**src/rtl/board_store_ctrl_pkg.sv**
```systemverilog
// board_store_ctrl_pkg: piece codes, FSM states and start-position lookup for the board store
package board_store_ctrl_pkg;
  localparam int SQUARES = 64;
  localparam int COLOR_BIT = 3;
  localparam logic [3:0] PIECE_EMPTY = 4'h0;
  localparam logic [2:0] T_PAWN = 3'd1, T_KNIGHT = 3'd2, T_BISHOP = 3'd3;
  localparam logic [2:0] T_ROOK = 3'd4, T_QUEEN = 3'd5, T_KING = 3'd6;
  typedef enum logic {IDLE, INIT} state_t;
  typedef enum logic {PORT_A, PORT_B} port_t;
  // addr = {row,col}; color 1 owns rows 0-1, color 0 owns rows 6-7
  function automatic logic [3:0] init_piece(input logic [5:0] addr);
    logic [2:0] row, col, back;
    logic [3:0] p;
    row = addr[5:3];
    col = addr[2:0];
    back = (col == 3'd0 || col == 3'd7) ? T_ROOK :
           (col == 3'd1 || col == 3'd6) ? T_KNIGHT :
           (col == 3'd2 || col == 3'd5) ? T_BISHOP :
           (col == 3'd3) ? T_QUEEN : T_KING;
    p = PIECE_EMPTY;
    p[2:0] = (row == 3'd0 || row == 3'd7) ? back : (row == 3'd1 || row == 3'd6) ? T_PAWN : 3'd0;
    p[COLOR_BIT] = (row < 3'd2) && (p[2:0] != 3'd0);
    return p;
  endfunction
endpackage

```
**src/rtl/board_store_ctrl_rom.sv**
```systemverilog
// board_init_rom: combinational square address to start-position piece code
module board_init_rom
  import board_store_ctrl_pkg::*;
(
  input  logic [5:0] addr,
  output logic [3:0] piece
);
  assign piece = init_piece(addr);
endmodule

```
**src/rtl/board_store_ctrl.sv**
```systemverilog
// board_store_ctrl: 64x4 board storage with init sequencer, round-robin A/B write arbiter and read register
module board_store_ctrl
  import board_store_ctrl_pkg::*;
#(
  parameter bit AUTO_INIT = 1'b1,
  parameter int AW = 6,
  parameter int PW = 4
) (
  input  logic                  clk_25MHz,
  input  logic                  Reset,
  input  logic                  init_req,
  output logic                  init_busy,
  input  logic                  a_req,
  input  logic [AW-1:0]         a_addr,
  input  logic [PW-1:0]         a_piece,
  output logic                  a_ack,
  input  logic                  b_req,
  input  logic [AW-1:0]         b_addr,
  input  logic [PW-1:0]         b_piece,
  output logic                  b_ack,
  input  logic [AW-1:0]         rd_addr,
  output logic [PW-1:0]         rd_piece,
  output logic [SQUARES*PW-1:0] board_flat
);
  state_t state, state_nxt;
  port_t rr_last;
  logic [AW-1:0] cnt;
  logic [PW-1:0] board [SQUARES];
  logic [PW-1:0] rom_piece;
  logic a_el, b_el, grant_a, grant_b;
  board_init_rom u_rom (.addr(cnt), .piece(rom_piece));
  assign init_busy = state == INIT;
  for (genvar i = 0; i < SQUARES; i++) begin : g_flat
    assign board_flat[i*PW +: PW] = board[i];
  end
  // a port in its ack cycle is locked out so a held request cannot commit twice
  always_comb begin
    a_el = a_req && !a_ack;
    b_el = b_req && !b_ack;
    grant_a = state == IDLE && !init_req && a_el && (!b_el || rr_last == PORT_B);
    grant_b = state == IDLE && !init_req && b_el && (!a_el || rr_last == PORT_A);
    state_nxt = state == INIT ? (cnt == AW'(SQUARES - 1) ? IDLE : INIT) : (init_req ? INIT : IDLE);
  end
  always_ff @(posedge clk_25MHz) begin
    if (Reset) begin
      state <= AUTO_INIT ? INIT : IDLE;
      cnt <= '0;
      a_ack <= 1'b0;
      b_ack <= 1'b0;
      rd_piece <= '0;
      rr_last <= PORT_B;
    end else begin
      state <= state_nxt;
      cnt <= state == INIT ? cnt + 1'b1 : '0;
      a_ack <= grant_a;
      b_ack <= grant_b;
      rd_piece <= board[rd_addr];
      rr_last <= grant_a ? PORT_A : grant_b ? PORT_B : rr_last;
    end
  end
  always_ff @(posedge clk_25MHz) begin
    if (Reset)
      for (int k = 0; k < SQUARES; k++) board[k] <= PIECE_EMPTY;
    else if (state == INIT)
      board[cnt] <= rom_piece;
    else if (grant_a)
      board[a_addr] <= a_piece;
    else if (grant_b)
      board[b_addr] <= b_piece;
  end
endmodule
```
**config.mk**
```make
export PLATFORM = sky130hd
export DESIGN_NAME = board_store_ctrl
export DESIGN_NICKNAME = d
export VERILOG_FILES = /design/src/rtl/board_store_ctrl_pkg.sv /design/src/rtl/board_store_ctrl_rom.sv /design/src/rtl/board_store_ctrl.sv
export SDC_FILE = /design/constraint.sdc
export NUM_CORES = 1
export LEC_CHECK = 0
export ABC_AREA = 1
export CORE_MARGIN = 2
export CORE_UTILIZATION = 45
export CTS_BUF_LIST = sky130_fd_sc_hd__clkbuf_8 sky130_fd_sc_hd__clkbuf_16
export DETAILED_ROUTE_END_ITERATION = 10
export PLACE_DENSITY = 0.75
export SLEW_MARGIN = 5
export SYNTH_ARGS = -nofsm -noshare
export SYNTH_HDL_FRONTEND = slang
export SYNTH_SLANG_ARGS = --single-unit
export TNS_END_PERCENT = 100
```
**constraint.sdc**
```tcl
create_clock -name clk_25MHz -period 2.15 [get_ports clk_25MHz]
set_input_delay 0.43 -clock clk_25MHz [delete_from_list [all_inputs] [get_ports clk_25MHz]]
set_output_delay 0.43 -clock clk_25MHz [all_outputs]
set_load 0.01 [all_outputs]
```
==> impl_metrics.ini <==
[run_status]
status = finished with violations
violations = negative setup slack

[synth]
yosysWarnings = 0
synth_top_cell_area_share_pct = 58.0
synth.avg_cell_area_um2 = 9.01
synth_xor_xnor_area_share_pct = 0
ys_types = 32
synth-edff-count = 256
synthesis.area_mm2 = 0.0133
synth_nets = 1506
synth_mux_area_share_pct = 0
yosysMostFrequentCell = nand2_1
synth_top_family_by_area = simple AND/OR/NAND/NOR gates
netlist_instances = 1470
synth-compound-area-share_pct = 1.11
synth_area_leader_cell = edfxtp_1
synth-seq-cells = 270
netlist_top_cells_count = nand2_1 (473), nor2_1 (269), edfxtp_1 (256)
synth-simple-area-share_pct = 34.1
synth_ff_type = edfxtp_1
synth_fa_ha_area_share_pct = 0.472
synth.area.top_cells = edfxtp_1 (58%), nand2_1 (13%), nand3_1 (9.1%)
ys_seq_area_share_pct = 60.1
ys_async_sr_fraction_pct = 0

[power_and_ir_drop]
p_total_uw = 13200
clkPwrFrac_pct = 36.8
p_comb_share_pct = 16.9
sw_frac_of_total_pct = 26.3
pwr-share-seq_pct = 46.3
p_int_uw = 9750
p_sw_uw = 3470
p_per_area_mw_per_mm2 = 659
vdd_drop_max_v = 0.000579
p_leak_uw = 0.00834

[grt]
grt_overflow_total = 0
grt_max_degree = 73
grt_pass1_wl_um = 67300
antenna_found_initial = 1
grt_pass1_vias = 11900
grtUsageTotal_pct = 28.5

[hold_path]
hold_path.class = in -> reg
hp-start = a_req
holdPathStages = 4
min_to = rr_last

[setup_path]
r2r.worst_path.cells = 15
r2r-start = init_busy
path_max_fanout = 7
critPathKind = reg -> reg
worstPathRequired_ns = 2.45
slowest_delay_ns = 0.32
startpoint_type = register
path_cells = inv_2 -> nand2_4 -> nor2_4 -> buf_12 -> nand3_4 -> buf_6 -> nand3_2 -> nand2_4 -> buf_6 -> nand3_4 -> nor2_8 -> buf_12 -> nand2_4 -> buf_6 -> nor2_1
cp_top_family = simple AND/OR/NAND/NOR gates
worst-path-buf-inv = 6
crit_arrival_ns = 2.52
end_kind = register
r2r_slack_ns = -0.08
cpMaxStageDelayCell = dfxtp_2
reg2reg_to = board[44][0]

[clocking]
clk_latency_ns = 0.55
cts.sinks = 270
hold_buffers = 0
ctsLongestPathBuffers = 3
cts_tree = yes
cts.clk_slew.worst_paths_ns = 0.06
numCtsBuffers = 28
htree_levels = 1
clock-root-buffer = clkbuf_16

[floorplan]
core_area_mm2 = 0.0289
fp.dieW_um = 176
die_area_mm2 = 0.0308
start_util_pct = 45.9
rows = 62
io_pins = 294
die_h_um = 176

[detailed_routing]
num_vias = 12900
drtAntennaViolNets = 0
totalWireLength_um = 49100
wl_per_cell_um = 21.5
first_pass_iters = 6
drt_iter0_drc = 1712
via_per_inst = 5.65
route.detailed.drc = 0

[finish]
fillers = 2016
final_cells = 2284
fin_util_pct = 69.5
area_growth_pct = 51.4
drive_gt1_share_pct = 23.1
nets = 1913

[sta]
fmax_mhz = 449
setup_viol = 227
relSlewSlack_pct = 44.6
hold_viol_final = 0
post-route-period-util_pct = 104
worst_slew_pin_slew_ns = 0.831
fin_skew_ns = 0.0107
rsz0062_at_grt = true
finalMaxSlewViolations = 0
fin_ws_ns = -0.0782
post-route-min-period_ns = 2.23

[place]
globalplace.congestion = 0.921
placed_cells = 2194
dp_hpwl_um = 32200
io_buffers = 293

[run]
maxCapViolCount = 0
## state kept, by name, indices dropped and copies added, names as in the netlist
signal and count:
init_busy 1, board 256, b_ack 1, rd_piece 4, a_ack 1, rr_last 1
cnt 6
## placed cells by master (no fill, tap or decap), types with 4 or more instances in the layout
| cell type | count |
|---|---|
| edfxtp_1 | 256 |
| nand3_4 | 12 |
| nor2_1 | 241 |
| clkinv_2 | 10 |
| buf_16 | 6 |
| nor2_4 | 20 |
| buf_4 | 98 |
| buf_12 | 32 |
| nor2_2 | 21 |
| nand2_1 | 372 |
| inv_2 | 8 |
| clkdlybuf4s50_1 | 290 |
| nand2_2 | 83 |
| nor2_8 | 4 |
| nand2_4 | 38 |
| nand3_2 | 15 |
| o21ai_4 | 4 |
| ha_1 | 5 |
| a21oi_1 | 7 |
| dfxtp_1 | 10 |
| inv_1 | 35 |
| nand4_1 | 9 |
| nand3_1 | 220 |
| buf_6 | 26 |
| clkbuf_16 | 37 |
## power groups by stage
stage                     Combinational [µW]  Sequential [µW]  Clock [µW]
after floorplan                          726             6250           0
after global placement                  1690             6220           0
after detailed placement                1720             6220           0
after CTS                               1810             6110        4860
after global routing                    2340             6130        5050
final                                   2240             6120        4870
## metrics by stage
| step | setup slack [ns] | instance area, µm² | TNS [ns] | hold slack [ns] |
|---|---|---|---|---|
| after CTS | -0.0267 | 19000 | -0.979 | 0.472 |
| after detailed placement | -0.694 | 17600 | -279.23 | 0.500 |
| after global routing | -0.139 | 20100 | -39.31 | 0.421 |
| after floorplan | 0.0846 | 13300 | 0 | 0.456 |
| after global placement | -0.661 | 17600 | -260.36 | 0.489 |
| final | -0.0782 | 20100 | -6.84 | 0.399 |
## worst max-delay path by stage
stage	startpoint	endpoint	slack [ns]	depth (start not counted)
floorplan	Reset	board[24][0]	0.08	12
global placement	b_req	board[24][3]	-0.66	11
detailed placement	b_req	board[24][2]	-0.69	11
CTS	init_busy	board[44][0]	-0.03	15
global route	init_busy	board[10][3]	-0.14	12
finish	init_busy	board[44][0]	-0.08	15
## worst min-delay path, delay by kind of cell
kind | cells | cell delay, ns
simple gates | 2 | 0.19
buf+inv | 1 | 0.16
compound gates | 1 | 0.13
## metal layers
metal  GRT usage, %  share of wire [%]  vias to the layer above
met4           11.0                4.6                        0
met1           37.1                 35                     6094
met5              0                  0                        -
li1               -                  -                     5711
met3           4.26                 12                      163
met2           48.3                 48                      937
## logic make-up after synthesis
logic type / Yosys count
buf+inv: 131
simple gates: 1040
compound gates: 24
flops: 270
fa+ha+maj: 5
## timing repair
item / CTS / global route
gates cloned: 4 / 13
endpoints found under the setup margin: 309 / 506
setup buffers: 9 / 12
resized for setup: 83 / 184
pin swaps: 5 / 32
## cell type report
| cell class | count | area (µm²) | area share (%) |
|---|---|---|---|
| Multi-Input combinational cell | 1071 | 5540 | 27.6 |
| Inverter | 43 | 170 | 0.848 |
| Timing Repair Buffer | 463 | 4970 | 24.8 |
| Clock inverter | 22 | 185 | 0.923 |
| Antenna cell | 1 | 2.50 | 0.0125 |
| Tap cell | 384 | 480 | 2.39 |
| Sequential cell | 270 | 7980 | 39.8 |
| Clock buffer | 30 | 739 | 3.69 |
Note: power is estimated with default switching activity, not from simulation.
